$ cat src/rtl/door_input_conditioner.sv
// Input front end for the door motor controller: synchronise and debounce the raw inputs,
// then generate the Activate pulse from a button press or from the auto-close hold timer.
module door_input_conditioner #(
    parameter int unsigned DB_CYCLES   = 4,
    parameter int unsigned HOLD_CYCLES = 16,
    parameter int unsigned TMR_W       = 16
) (
    input  logic CLK,
    input  logic RST,
    input  logic BTN_RAW,
    input  logic UP_SW_RAW,
    input  logic DN_SW_RAW,
    input  logic OBST_RAW,
    input  logic AUTO_EN,
    output logic Activate,
    output logic UP_Max,
    output logic DN_Max,
    output logic LIM_FAULT,
    output logic HOLD_BUSY
);

    localparam int unsigned DbW = (DB_CYCLES > 2) ? $clog2(DB_CYCLES) : 1;
    localparam logic [DbW-1:0]   DbLast   = DbW'(DB_CYCLES - 1);
    localparam logic [DbW-1:0]   DbOne    = DbW'(1);
    localparam logic [TMR_W-1:0] HoldLoad = TMR_W'(HOLD_CYCLES - 1);
    localparam logic [TMR_W-1:0] TmrOne   = TMR_W'(1);

    typedef enum logic [1:0] {StWaitOpen, StHolding, StWaitLeave} state_e;

    // Bit order for all per-input vectors: {obst, dn, up, btn}
    logic [3:0]          raw;
    logic [3:0]          sync1_q, sync2_q;
    logic [3:0]          db_q, db_d;
    logic [3:0][DbW-1:0] db_cnt_q, db_cnt_d;

    logic             btn_prev_q;
    logic             btn_edge;
    logic             db_btn, db_obst, up_max, dn_max, lim_fault;
    state_e           state_q, state_d;
    logic [TMR_W-1:0] cnt_q, cnt_d;
    logic             auto_fire;
    logic             activate_q, activate_d;

    assign raw = {OBST_RAW, DN_SW_RAW, UP_SW_RAW, BTN_RAW};

    always_ff @(posedge CLK or negedge RST) begin
        if (!RST) begin
            sync1_q  <= '0;
            sync2_q  <= '0;
            db_q     <= '0;
            db_cnt_q <= '0;
        end else begin
            sync1_q  <= raw;
            sync2_q  <= sync1_q;
            db_q     <= db_d;
            db_cnt_q <= db_cnt_d;
        end
    end

    // A new level must persist DB_CYCLES synchronised cycles before db follows it.
    always_comb begin
        db_d     = db_q;
        db_cnt_d = '0;
        for (int i = 0; i < 4; i++) begin
            if (sync2_q[i] != db_q[i]) begin
                if (db_cnt_q[i] == DbLast) begin
                    db_d[i] = sync2_q[i];
                end else begin
                    db_cnt_d[i] = db_cnt_q[i] + DbOne;
                end
            end
        end
    end

    assign db_btn    = db_q[0];
    assign up_max    = db_q[1];
    assign dn_max    = db_q[2];
    assign db_obst   = db_q[3];
    assign lim_fault = up_max & dn_max;
    assign btn_edge  = db_btn & ~btn_prev_q;

    always_ff @(posedge CLK or negedge RST) begin
        if (!RST) begin
            btn_prev_q <= 1'b0;
            state_q    <= StWaitOpen;
            cnt_q      <= '0;
            activate_q <= 1'b0;
        end else begin
            btn_prev_q <= db_btn;
            state_q    <= state_d;
            cnt_q      <= cnt_d;
            activate_q <= activate_d;
        end
    end

    always_comb begin
        state_d   = state_q;
        cnt_d     = cnt_q;
        auto_fire = 1'b0;
        unique case (state_q)
            StWaitOpen: begin
                if (AUTO_EN && up_max && !dn_max) begin
                    state_d = StHolding;
                    cnt_d   = HoldLoad;
                end
            end
            StHolding: begin
                if (!AUTO_EN || !up_max || lim_fault) begin
                    state_d = StWaitOpen;
                end else if (btn_edge) begin
                    state_d = StWaitLeave;
                end else if (db_obst) begin
                    cnt_d = HoldLoad;
                end else if (cnt_q == '0) begin
                    auto_fire = 1'b1;
                    state_d   = StWaitLeave;
                end else begin
                    cnt_d = cnt_q - TmrOne;
                end
            end
            StWaitLeave: begin
                // One auto pulse per opening; re-arm only once the door leaves the open limit.
                if (!up_max || !AUTO_EN) begin
                    state_d = StWaitOpen;
                end
            end
            default: state_d = StWaitOpen;
        endcase
    end

    assign activate_d = (btn_edge | auto_fire) & ~lim_fault & ~db_obst;

    assign Activate  = activate_q;
    assign UP_Max    = up_max;
    assign DN_Max    = dn_max;
    assign LIM_FAULT = lim_fault;
    assign HOLD_BUSY = (state_q == StHolding);

endmodule

$ cat config.mk
export PLATFORM = sky130hd
export DESIGN_NAME = door_input_conditioner
export DESIGN_NICKNAME = d
export VERILOG_FILES = /design/src/rtl/door_input_conditioner.sv
export SDC_FILE = /design/constraint.sdc
export NUM_CORES = 1
export LEC_CHECK = 0
export BUFFER_PORTS_ARGS = -buffer_cell sky130_fd_sc_hd__buf_2
export CAP_MARGIN = 20
export CORE_UTILIZATION = 30
export DETAILED_ROUTE_END_ITERATION = 16
export PLACE_DENSITY = 0.55
export SYNTH_ARGS = -nofsm -noshare
export SYNTH_HDL_FRONTEND = slang
export SYNTH_SLANG_ARGS = --single-unit
$ cat constraint.sdc
create_clock -name CLK -period 3.1 [get_ports CLK]
set_input_delay 0.465 -clock CLK [delete_from_list [all_inputs] [get_ports CLK]]
set_output_delay 0.465 -clock CLK [all_outputs]
set_load 0.02 [all_outputs]
# After elaboration in Yosys (flattened, before gate mapping)
# Index checks and enable logic that the tools add are counted.
[totals] reg_bits=40 output_inout_bits=5 elab_cells=86
[classes] addsub=5 eq_ne=17 mux=26 bitwise=8 reduce_logical=16
[op_table] op="16-bit 2-to-1 mux" count=5
[op_table] op="16-bit case mux with 2 select lines" count=1
[op_table] op="2-bit 2-to-1 mux" count=14
[op_table] op="16-bit logical NOT" count=1
[op_table] op="16-bit by 1-bit subtractor with 16-bit output, second input constant" count=1
[op_table] op="2-bit == test, second input constant" count=5
[op_table] op="2-bit by 1-bit adder with 2-bit output, second input constant" count=4
[op_table] op="2-bit inequality test, second input constant" count=4
[op_table] op="2-bit AND reduction" count=4
[op_table] op="2-bit case mux with 3 select lines" count=1
[op_table] op="1-bit 2-to-1 mux" count=5
[op_table] op="5-bit AND reduction" count=1
[op_table] op="1-bit bitwise AND" count=4
[op_table] op="1-bit inequality test" count=4
[op_table] op="4-bit by 1-bit inequality test with 1-bit output, second input constant" count=1
[op_table] op="4-bit by 2-bit inequality test with 1-bit output, second input constant" count=1
[op_table] op="4-bit AND reduction" count=1
[op_table] op="1-bit logical NOT" count=3
[op_table] op="3-bit inequality test, second input constant" count=1
[op_table] op="1-bit inverter" count=3
[op_table] op="2-bit by 1-bit == test with 1-bit output, second input constant" count=1
[op_table] op="1-bit logical AND" count=2
[op_table] op="2-bit logical NOT" count=1
[op_table] op="1-bit logical OR" count=2
[op_table] op="other kinds (2)" count=2

# Longest topological paths before layout
[depth] depth_word=9 depth_mapped=7 ltp_nobuf=6

# Worst setup path before layout
# OpenSTA, ideal clock, no wires.
[synth_timing] path_type="flip-flop to flip-flop" start="reg cnt_q[10]" end="reg cnt_q[15]" setup_time_ns=0.079 arrival_ns=1.890 required_time_ns=3.021 path_slack_ns=1.131 stages_incl_launch_ff=5 path_cell_list="dfrtp_1 -> or4_4 -> or4_4 -> a2111oi_4 -> mux2i_1"
[synth_via] elab_chain_cells=6 elab_cells_between_ends=9
[synth_lines] element="start: declaration" line_no="40" text="logic [TMR_W-1:0] cnt_q, cnt_d;"
[synth_lines] element="start signal: assignment" line_no="91" text="cnt_q <= cnt_d;"
[synth_lines] element="16-bit by 1-bit subtractor with 16-bit output" line_no="118" text="cnt_d = cnt_q - TmrOne;"
[synth_lines] element="16-bit 2-to-1 mux" line_no="114" text="end else if (cnt_q == '0) begin"
[synth_lines] element="16-bit 2-to-1 mux" line_no="112" text="end else if (db_obst) begin"
[synth_lines] element="16-bit 2-to-1 mux" line_no="110" text="end else if (btn_edge) begin"
[synth_lines] element="16-bit 2-to-1 mux" line_no="108" text="if (!AUTO_EN || !up_max || lim_fault) begin"
[synth_lines] element="16-bit case mux with 2 select lines" line_no="100" text="unique case (state_q)"
# Several ways; a longest one is shown, not always the timed one. The select of a mux whose other input is x is not followed.
# A chain may end at the register's enable or synchronous reset.

# Worst setup path after layout
[layout_timing] start="reg cnt_q[8]" end="reg cnt_q[0]"
[layout_via] elab_chain_cells=3
[layout_lines] element="16-bit logical NOT" line_no="114"
[layout_lines] element="3-bit inequality test (no source line)"
[layout_lines] element="5-bit AND reduction (no source line)"
# Every way passes these cells.

==> out/results.ini <==
[run_status]
status=finished, final reports clean

[sta]
worst_pin_slew_ns=0.867
finalCriticalPeriod_ns=2.22
rsz0062_at_grt=false
drv_slew=0
tns_ns=0
skew_ns=0.00412
hold_viol=0
timing.hold.ws_ns=0.277
max_slew_margin_pct=42.2
finalCritPeriodShare_pct=71.7
max_freq_mhz=450
finalSetupViolations=0

[setup_path]
setup.worst_path.end_class=register
path_class=reg2reg
crit_fanout=15
setup.worst_path.start_class=register
arrival_ns=2.40
required_ns=3.28

[floorplanning]
num_rows=28
initial_core_util_pct=31.3
fp.dieW_um=80.8
coreArea_um2=5960
die_y_um=80.8
pin_count=12
dieArea_um2=6530

[clocking]
clock_latency_ns=0.29
cts_resized=0
post_cts_buffers=0
cts.sinks=40
cts_buffer_depth=2
cts-buffers-inserted=5
holdBufCountCts=0
clkTransAtPathRegs_ns=0.08
htree_num_levels=2
root_buffer=clkbuf_8
tritoncts=built

[global_routing]
grtUsageTotal_pct=12.3
grt_overflow=0
first_global_vias=1279
antenna_found_initial=0
grt_start_max_net_pins=41
grt_pass1_wl_mm=6.09

[layout]
syn2layout_area_growth_pct=13.5
diodes=0
fillerInstances=612
drive_gt1_share_pct=19.4
seq_area_um2=1000
multi_input_area_um2=843
nets=192

[hold_path]
holdCritPathClass=in2reg

[routing]
drt_pass1_iterations=4
routedWlPerCell_um=13.2
viasPerCell=5.11
drt_wl_total_mm=3.38
drtAntennaViolNets=0
vias=1302
first_iter_violations=68
drcViolationCount=0

[yosys]
syn_inst=163
ys_types=42
synth.avg_cell_area_um2=11.4
synth_warnings=0
ys_top_cells_by_count=40 x dfrtp_1, 10 x a21oi_1, 9 x nor2_1, 8 x nand2_1
synth_top_area_share_pct=53.7
synthTopCellsByArea=dfrtp_1 54%, ha_1 4.0%, mux2_2 3.0%
synth_area_um2=1860
synth_seq_area_share_pct=53.7
synth_ff_type=dfrtp_1
synth_edf_count=0
syn_nets=176
async_flop_share_pct=100
ys_seq_elements=40
synth.most_common_cell=dfrtp_1
yosysTopAreaCell=dfrtp_1

[power_and_ir_drop]
ir_worst_vdd_mv=0.402
leakagePower_nw=0.896
pwr_density_cell_nw_per_um2=691

[flow_run]
maxCapViolCount=0

[placement]
portBuffers=11
dpl.hpwl_mm=2.39
routabilityCongestion=0.787

worst paths after layout:
check | start | to | slack [ns] | cells past startpoint
max | cnt_q[8] | cnt_q[0] | 0.88 | 4
min | DN_SW_RAW | sync1_q[2] | 0.28 | 1
max reg2reg | cnt_q[8] | cnt_q[0] | 0.88 | 4
min reg2reg | sync1_q[0] | sync2_q[0] | 0.35 | 0
max in group asynchronous | RST | btn_prev_q | 2.27 | 1
min in group asynchronous | RST | db_cnt_q[3] | 0.29 | 1
area by class of cell:
class | count | share of cell area (%)
Timing Repair Buffer | 11 | 2.60
Tap cell | 75 | 4.44
Multi-Input combinational cell | 118 | 39.9
Clock buffer | 5 | 3.25
Sequential cell | 40 | 47.3
Inverter | 3 | 0.532
Clock inverter | 3 | 2.01
flip-flops by register name (all words and copies together), names as in the netlist:
signal / count
Activate: 1
btn_prev_q: 1
cnt_q: 16
db_cnt_q: 8
db_q: 4
state_q: 2
sync1_q: 4
sync2_q: 4
where the power goes:
| part | leakage (nW) | switching (W) | internal [W] |
|---|---|---|---|
| Combinational | 0.341 | 0.000183 | 0.000153 |
| Clock | 0.0541 | 0.000178 | 0.000238 |
| Sequential | 0.500 | 0.0000854 | 0.000623 |
per-stage QoR:
stage / instance area (um2) / setup slack, ns / util (%) / instances / power [W]
after floorplan: 1860 / 1.13 / - / 163 / 0.000954
after global placement: 2000 / 0.969 / 33.7 / 247 / 0.00106
after detailed placement: 2000 / 0.914 / 33.7 / 247 / 0.00106
after CTS: 2120 / 0.889 / 35.5 / 255 / 0.00149
after global routing: 2120 / 0.688 / 35.5 / 255 / 0.00157
final: 2120 / 0.877 / 35.5 / 255 / 0.00146
layer usage:
layer | track usage, % | wire (um) | part of all wire [%]
met5 | 0 | 0 | 0
met4 | 5.00 | 68 | 2.0
met3 | 3.48 | 101 | 3.0
met2 | 18.6 | 1490 | 44
met1 | 16.6 | 1720 | 51
cell families after synthesis:
logic type | synth area share [%]
and+or+nand+nor | 23.0
DFF | 53.7
AOI/OAI and AO/OA | 11.7
muxes | 4.63
adders and majority gates | 4.03
buffers and inverters | 1.07
xor gates and xnor gates | 1.88
worst max-delay path, stage by stage (launching register included):
cell and delay (ns):
dfrtp_1 0.43, nor4_1 0.55, and4_1 0.63, a21oi_1 0.19, mux2_2 0.30
placed cells by master (no fill, tap or decap), types with 2 or more instances in the layout:
cell type | Yosys | routed
o21ai_0 | 5 | 5
or4_2 | 2 | 2
nand3_1 | 4 | 4
or3_1 | 3 | 3
nand3b_1 | 2 | 2
a21oi_1 | 10 | 10
a31oi_1 | 2 | 2
o31ai_1 | 7 | 7
or4_4 | 2 | 2
nor2b_1 | 7 | 7
or4_1 | 4 | 4
nand2_1 | 8 | 8
nor3_1 | 7 | 7
inv_1 | 3 | 3
buf_2 | 1 | 11
nand2b_1 | 3 | 3
ha_1 | 6 | 6
mux2_2 | 5 | 5
nor4_1 | 2 | 2
clkbuf_8 | 0 | 5
nand4_1 | 3 | 3
and4_1 | 3 | 3
nor2_1 | 9 | 9
and2_1 | 2 | 2
xnor2_1 | 4 | 4
mux2i_1 | 3 | 3
dfrtp_1 | 40 | 40
Note: power is estimated with default switching activity, not from simulation.
